===== src/rtl/signext_arbiter.sv =====
// Round-robin arbiter that shares one registered 8->16 sign-extend unit between two requesters.
// The block post-processes the extender output by mode and returns it, tagged with the requester id.
module signext_arbiter #(
  parameter int IN_W  = 8,
  parameter int OUT_W = 16
) (
  input  logic             clk,
  input  logic             rst,
  input  logic             req0_valid,
  input  logic [IN_W-1:0]  req0_data,
  input  logic [1:0]       req0_mode,
  output logic             req0_ready,
  input  logic             req1_valid,
  input  logic [IN_W-1:0]  req1_data,
  input  logic [1:0]       req1_mode,
  output logic             req1_ready,
  output logic [IN_W-1:0]  ext_in,
  input  logic [OUT_W-1:0] ext_out,
  output logic             res_valid,
  input  logic             res_ready,
  output logic [OUT_W-1:0] res_data,
  output logic             res_id,
  output logic             res_err
);
  localparam int NREQ = 2;
  localparam logic [1:0] MODE_ZEXT = 2'b01;
  localparam logic [1:0] MODE_SHL1 = 2'b10;
  localparam logic [1:0] MODE_ILL  = 2'b11;

  typedef enum logic [1:0] {IDLE, ISSUE, SAMPLE, DONE} state_t;
  state_t state_reg, state_next;

  logic [NREQ-1:0]           req_valid;
  logic [NREQ-1:0][IN_W-1:0] req_data;
  logic [NREQ-1:0][1:0]      req_mode;
  logic [NREQ-1:0]           req_ready;
  logic                      grant_id;
  logic                      accept;

  logic                      rr_prio_reg;
  logic [1:0]                mode_reg;
  logic                      id_reg;
  logic [IN_W-1:0]           ext_in_reg;
  logic                      res_valid_reg;
  logic [OUT_W-1:0]          res_data_reg;
  logic [OUT_W-1:0]          res_data_next;
  logic                      res_id_reg;
  logic                      res_err_reg;
  logic                      res_err_next;

  assign req_valid = {req1_valid, req0_valid};
  assign req_data  = {req1_data, req0_data};
  assign req_mode  = {req1_mode, req0_mode};

  // A lone requester always wins; rr_prio only breaks ties.
  always_comb begin
    grant_id = rr_prio_reg;
    if (req_valid == 2'b01) begin
      grant_id = 1'b0;
    end else if (req_valid == 2'b10) begin
      grant_id = 1'b1;
    end
  end

  generate
    for (genvar gi = 0; gi < NREQ; gi++) begin : g_ready
      assign req_ready[gi] = (state_reg == IDLE) && !rst && req_valid[gi] && (grant_id == 1'(gi));
    end
  endgenerate

  assign req0_ready = req_ready[0];
  assign req1_ready = req_ready[1];
  assign accept     = |req_ready;

  always_comb begin
    res_data_next = ext_out;
    res_err_next  = 1'b0;
    case (mode_reg)
      MODE_ZEXT: res_data_next = {{(OUT_W-IN_W){1'b0}}, ext_out[IN_W-1:0]};
      MODE_SHL1: res_data_next = {ext_out[OUT_W-2:0], 1'b0};
      MODE_ILL:  res_err_next  = 1'b1;
      default:   res_data_next = ext_out;
    endcase
  end

  always_comb begin
    state_next = state_reg;
    case (state_reg)
      IDLE:    if (accept) state_next = ISSUE;
      ISSUE:   state_next = SAMPLE;
      SAMPLE:  state_next = DONE;
      DONE:    if (res_ready) state_next = IDLE;
      default: state_next = IDLE;
    endcase
  end

  always_ff @(posedge clk) begin
    if (rst) begin
      state_reg     <= IDLE;
      rr_prio_reg   <= 1'b0;
      mode_reg      <= 2'b00;
      id_reg        <= 1'b0;
      ext_in_reg    <= '0;
      res_valid_reg <= 1'b0;
      res_data_reg  <= '0;
      res_id_reg    <= 1'b0;
      res_err_reg   <= 1'b0;
    end else begin
      state_reg <= state_next;
      if (accept) begin
        ext_in_reg  <= req_data[grant_id];
        mode_reg    <= req_mode[grant_id];
        id_reg      <= grant_id;
        rr_prio_reg <= ~grant_id;
      end
      if (state_reg == SAMPLE) begin
        res_data_reg  <= res_data_next;
        res_id_reg    <= id_reg;
        res_err_reg   <= res_err_next;
        res_valid_reg <= 1'b1;
      end
      if (state_reg == DONE && res_ready) begin
        res_valid_reg <= 1'b0;
      end
    end
  end

  assign ext_in    = ext_in_reg;
  assign res_valid = res_valid_reg;
  assign res_data  = res_data_reg;
  assign res_id    = res_id_reg;
  assign res_err   = res_err_reg;

endmodule

===== config.mk =====
export PLATFORM = sky130hd
export DESIGN_NAME = signext_arbiter
export DESIGN_NICKNAME = d
export VERILOG_FILES = /design/src/rtl/signext_arbiter.sv
export SDC_FILE = /design/constraint.sdc
export NUM_CORES = 1
export LEC_CHECK = 0
export ABC_CLOCK_PERIOD_IN_PS = 1600
export CAP_MARGIN = 20
export CORE_MARGIN = 3
export CORE_UTILIZATION = 35
export DETAILED_ROUTE_END_ITERATION = 8
export PLACE_DENSITY = 0.8
export SYNTH_ARGS = -nofsm -noshare
export SYNTH_HDL_FRONTEND = slang
export SYNTH_SLANG_ARGS = --single-unit

===== constraint.sdc =====
create_clock -name clk -period 1.6 [get_ports clk]
set_input_delay 0.24 -clock clk [delete_from_list [all_inputs] [get_ports clk]]
set_output_delay 0.24 -clock clk [all_outputs]
set_load 0.02 [all_outputs]

Word level (Yosys, flattened, before mapping) --
Cells that the tools add are included.
Word-level totals: register bits 33, input port bits 41, output and inout port bits 29, word-level logic and storage cells 43
Operators by class: order comparisons 1, equality and inequality tests 10, multiplexer cells 11, bitwise gates (word level) 1, reductions and logical operators 11
Operators by type and width (count):
- one-hot mux 16 bit (2 select lines) | 1
- 2-to-1 mux 8 bit | 2
- equality test 2 bit, second input constant | 5
- 2-to-1 mux 2 bit | 4
- one-hot mux 2 bit (4 select lines) | 1
- equality test 2 x 1 -> 1 bit, second input constant | 3
- logical AND 1 bit | 6
- != test 2 bit, second input constant | 2
- OR reduction 2 bit | 2
- 2-to-1 mux 1 bit | 3
- zero test 2 bit | 1
- < comparator 1 x 2 -> 1 bit, second input constant | 1
- AND reduction 2 bit | 1
- zero test 1 bit | 1
- NOT 1 bit | 1

Depth between registers and ports, before layout --
depth after elaboration 8, mapped depth 6, gate-level depth less buffers 5

Worst setup path before layout --
No wires, ideal clock.
path type reg2out, from register state_reg[0], to output req1_ready, arrival time 1.343 ns, required time 1.360 ns, path slack 0.017 ns, cell stages (with the launch flop) 5, path buffers 0, cell sequence dfxtp_1 -> inv_1 -> ha_1 -> nand2_1 -> nor3b_1
On the way: word-level cells in the longest chain between the ends 4
Ends and longest elaborated chain:
- from (decl) | line 31 | state_t state_reg, state_next;
- from (signal assigned) | line 109 | state_reg <= state_next;
- zero test 2 bit | line 67 | assign req_ready[gi] = (state_reg == IDLE) && !rst && req_valid[gi] && (grant_id == 1'(gi));
- logical AND 1 bit (3 in a row) | line 67
- to (decl) | line 16 | output logic req1_ready,
Every way passes these cells.

Worst setup path in the final report --
from input rst, to output req0_ready
On the way: word-level cells in the longest chain between the ends 4
Ends and longest elaborated chain:
- from (decl) | line 8 | input logic rst,
- zero test 1 bit | line 67
- logical AND 1 bit (3 in a row) | line 67
- to (decl) | line 12 | output logic req0_ready,
Every way passes these cells.

==> impl_metrics.json <==
{
  "outcome": "completed",
  "fin_util": 0.630,
  "critPathCaptureType": "output pin",
  "die_x_um": 73.6,
  "core.rowCount": 23,
  "syn2layout_area_growth_pct": 65.3,
  "syn_nets": 229,
  "synth.distinct_cells": 32,
  "crit_path_cell_trace": "clkdlybuf4s50_1 > and3b_1 > and2_4 > buf_4",
  "clock_latency_ps": 280,
  "antenna_cells": 0,
  "maxCapViolations": 0,
  "p_leak_nw": 0.973,
  "synth.cell_area_mm2": 0.00160,
  "cp_slowest_cell": "clkdlybuf4s50_1",
  "pwr-share-comb": 0.490,
  "syn_avg_cell_area_um2": 8.85,
  "synthCells": 181,
  "setup_viol": 0,
  "pin_count": 70,
  "yosysTopAreaCell": "dfxtp_1",
  "internal_power_mw": 2.59,
  "cts_tree": "yes",
  "drtPass1Iterations": 4,
  "arrival_ps": 1320,
  "path_max_fanout": 4,
  "cellPowerDensity_mw_per_mm2": 1480,
  "clk_path_buf_depth": 2,
  "grt_pass1_wl_mm": 7.29,
  "core-area_mm2": 0.00420,
  "path_clk_slew_ps": 60,
  "holdCritPathClass": "register to register",
  "dp_slack_ps": -370,
  "yosysSeqAreaShare": 0.413,
  "synth.ff_latch_count": 33,
  "grt_max_degree": 41,
  "fmax_ghz": 0.643,
  "cp.required_ps": 1360,
  "power_frac_seq": 0.305,
  "place_congestion": 0.763,
  "drive_gt1_frac": 0.176,
  "irDropWorstVdd_uv": 648,
  "synth_warnings": 0,
  "start_util": 0.381,
  "switching_share": 0.340,
  "port_buffers": 69,
  "drt_iter0_drc": 94,
  "slowest_delay_ps": 550,
  "fin_skew_ps": 9.83,
  "finalCritPeriodShare": 0.973,
  "cts_hold_buf": 0,
  "routed_wl_mm": 4.57,
  "setup.worst_path.class": "primary input to output pin",
  "p_clk_frac": 0.206,
  "clk_root_buffer_cell": "clkbuf_8",
  "htree_levels": 2,
  "post_drt_wl_per_cell_um": 14.4,
  "setup_slack_ps": 43.8,
  "die_area_mm2": 0.00542,
  "relSlewSlack": 0.745,
  "yosysTopAreaCellShare": 0.413,
  "die_h_um": 73.6,
  "largest_reg_flops": 16,
  "dp_hpwl_mm": 3.29,
  "overflow": 0,
  "routed-via-count": 1673,
  "fin_crit_ps": 1560,
  "ys_top_cells_by_area": "dfxtp_1 (41%), a211oi_1 (6.6%), a22oi_1 (6.1%)",
  "tightestPinTransition_ps": 382,
  "antenna_found_initial": 0,
  "fin_nets": 314,
  "p_sw_mw": 1.34,
  "critPathLaunchType": "primary input",
  "clock-sinks": 33,
  "track_usage": 0.171,
  "final-max-slew-violation-count": 0,
  "hold_viol_final": 0,
  "via_per_inst": 5.28,
  "grt_pass1_vias": 1541,
  "drc": 0,
  "ant_nets": 0,
  "cts_made_buffers": 5
}
metrics by stage:
| stage | TNS (ps) | power [mW] | instances | hold WS (ps) | instance area (um2) |
|---|---|---|---|---|---|
| after CTS | 0 | 3.87 | 314 | 486 | 2610 |
| after floorplan | 0 | 2.14 | 181 | 340 | 1600 |
| final | 0 | 3.92 | 317 | 480 | 2650 |
| after global routing | -0.0675 | 4.18 | 317 | 501 | 2650 |
| after detailed placement | -3870 | 2.98 | 304 | 476 | 2460 |
| after global placement | -3290 | 2.94 | 304 | 454 | 2460 |
cell type report:
| class | count | area [um2] |
|---|---|---|
| Multi-Input combinational cell | 128 | 887 |
| Inverter | 4 | 15.0 |
| Fill cell | 357 | 1550 |
| Sequential cell | 33 | 663 |
| Tap cell | 50 | 62.6 |
| Clock inverter | 1 | 30.0 |
| Timing Repair Buffer | 94 | 903 |
| Clock buffer | 7 | 86.3 |
layer usage:
layer	global-route usage	share of wire	vias up
met4	0.0523	0.0068	0
li1	-	-	842
met5	0	0	-
met2	0.270	0.46	70
met3	0.0547	0.096	4
met1	0.223	0.44	757
Yosys cell counts (all sizes together):
master   number
and2          1
a31oi        10
nor3          1
clkbuf        8
or3b          1
inv           4
nor2b         2
nand2b        3
nand4bb       8
and3b         1
nand2         5
o21ai        10
nor2         20
a22oi        13
nor3b         1
a21o          1
dfxtp        33
a21oi         5
nand3        12
or2           1
nand3b        3
a211oi       14
nand4         2
and2b         1
buf           8
a311oi        3
ha            7
mux2i         2
or2b          1
power groups by stage:
stage / clock network, mW / logic (mW) / registers [mW]
3_3_place_gp: 0 / 1.75 / 1.20
3_5_place_dp: 0 / 1.78 / 1.20
4_1_cts: 0.823 / 1.85 / 1.20
5_1_grt: 0.859 / 2.09 / 1.23
6_report: 0.808 / 1.92 / 1.20
2_1_floorplan: 0 / 0.702 / 1.44
cells by family (layout without fill, tap and decap cells):
family,count (synthesis),in the layout,share of synthesized area
AO/OA/AOI/OAI,56,56,0.236
adder cells (fa/ha/maj),7,7,0.0547
buffers and inverters,20,106,0.0531
flip-flops,33,33,0.412
multiplexers,2,2,0.0125
AND/OR/NAND/NOR,63,63,0.231
what timing repair did:
item | CTS | global route
resized for setup | 17 | 6
endpoints found under the setup margin | 5 | 15
pin swaps | 1 | 3
buffers inserted | 2 | 3
worst max-delay path, delay by kind of cell:
kind                   cells  cell delay (ps)
buffers and inverters      2              700
and+or+nand+nor            2              370
cell usage in the layout, fill, tap and decap left out, types with 3 or more instances in the layout:
cell,netlist,layout
nand3_1,12,12
a211oi_1,14,13
clkdlybuf4s50_1,0,67
o21ai_0,10,10
ha_1,7,6
nand3b_1,3,3
nand2b_1,3,3
nand4bb_1,8,8
a21oi_1,4,4
clkbuf_8,0,6
a31oi_1,10,10
dfxtp_1,33,31
nand2_1,5,5
buf_4,0,22
nor2_1,20,19
a311oi_1,3,3
a22oi_1,13,13
path summary, 6_finish.rpt:
kind / start / to / slack, ps / cells past startpoint
min reg2reg: res_data[0] / res_data[0] / 480 / 2
max reg2reg: state_reg[0] / state_reg[1] / 90 / 7
min: res_data[0] / res_data[0] / 480 / 2
max: rst / req0_ready / 40 / 4
(Power assumes the default switching activity.)
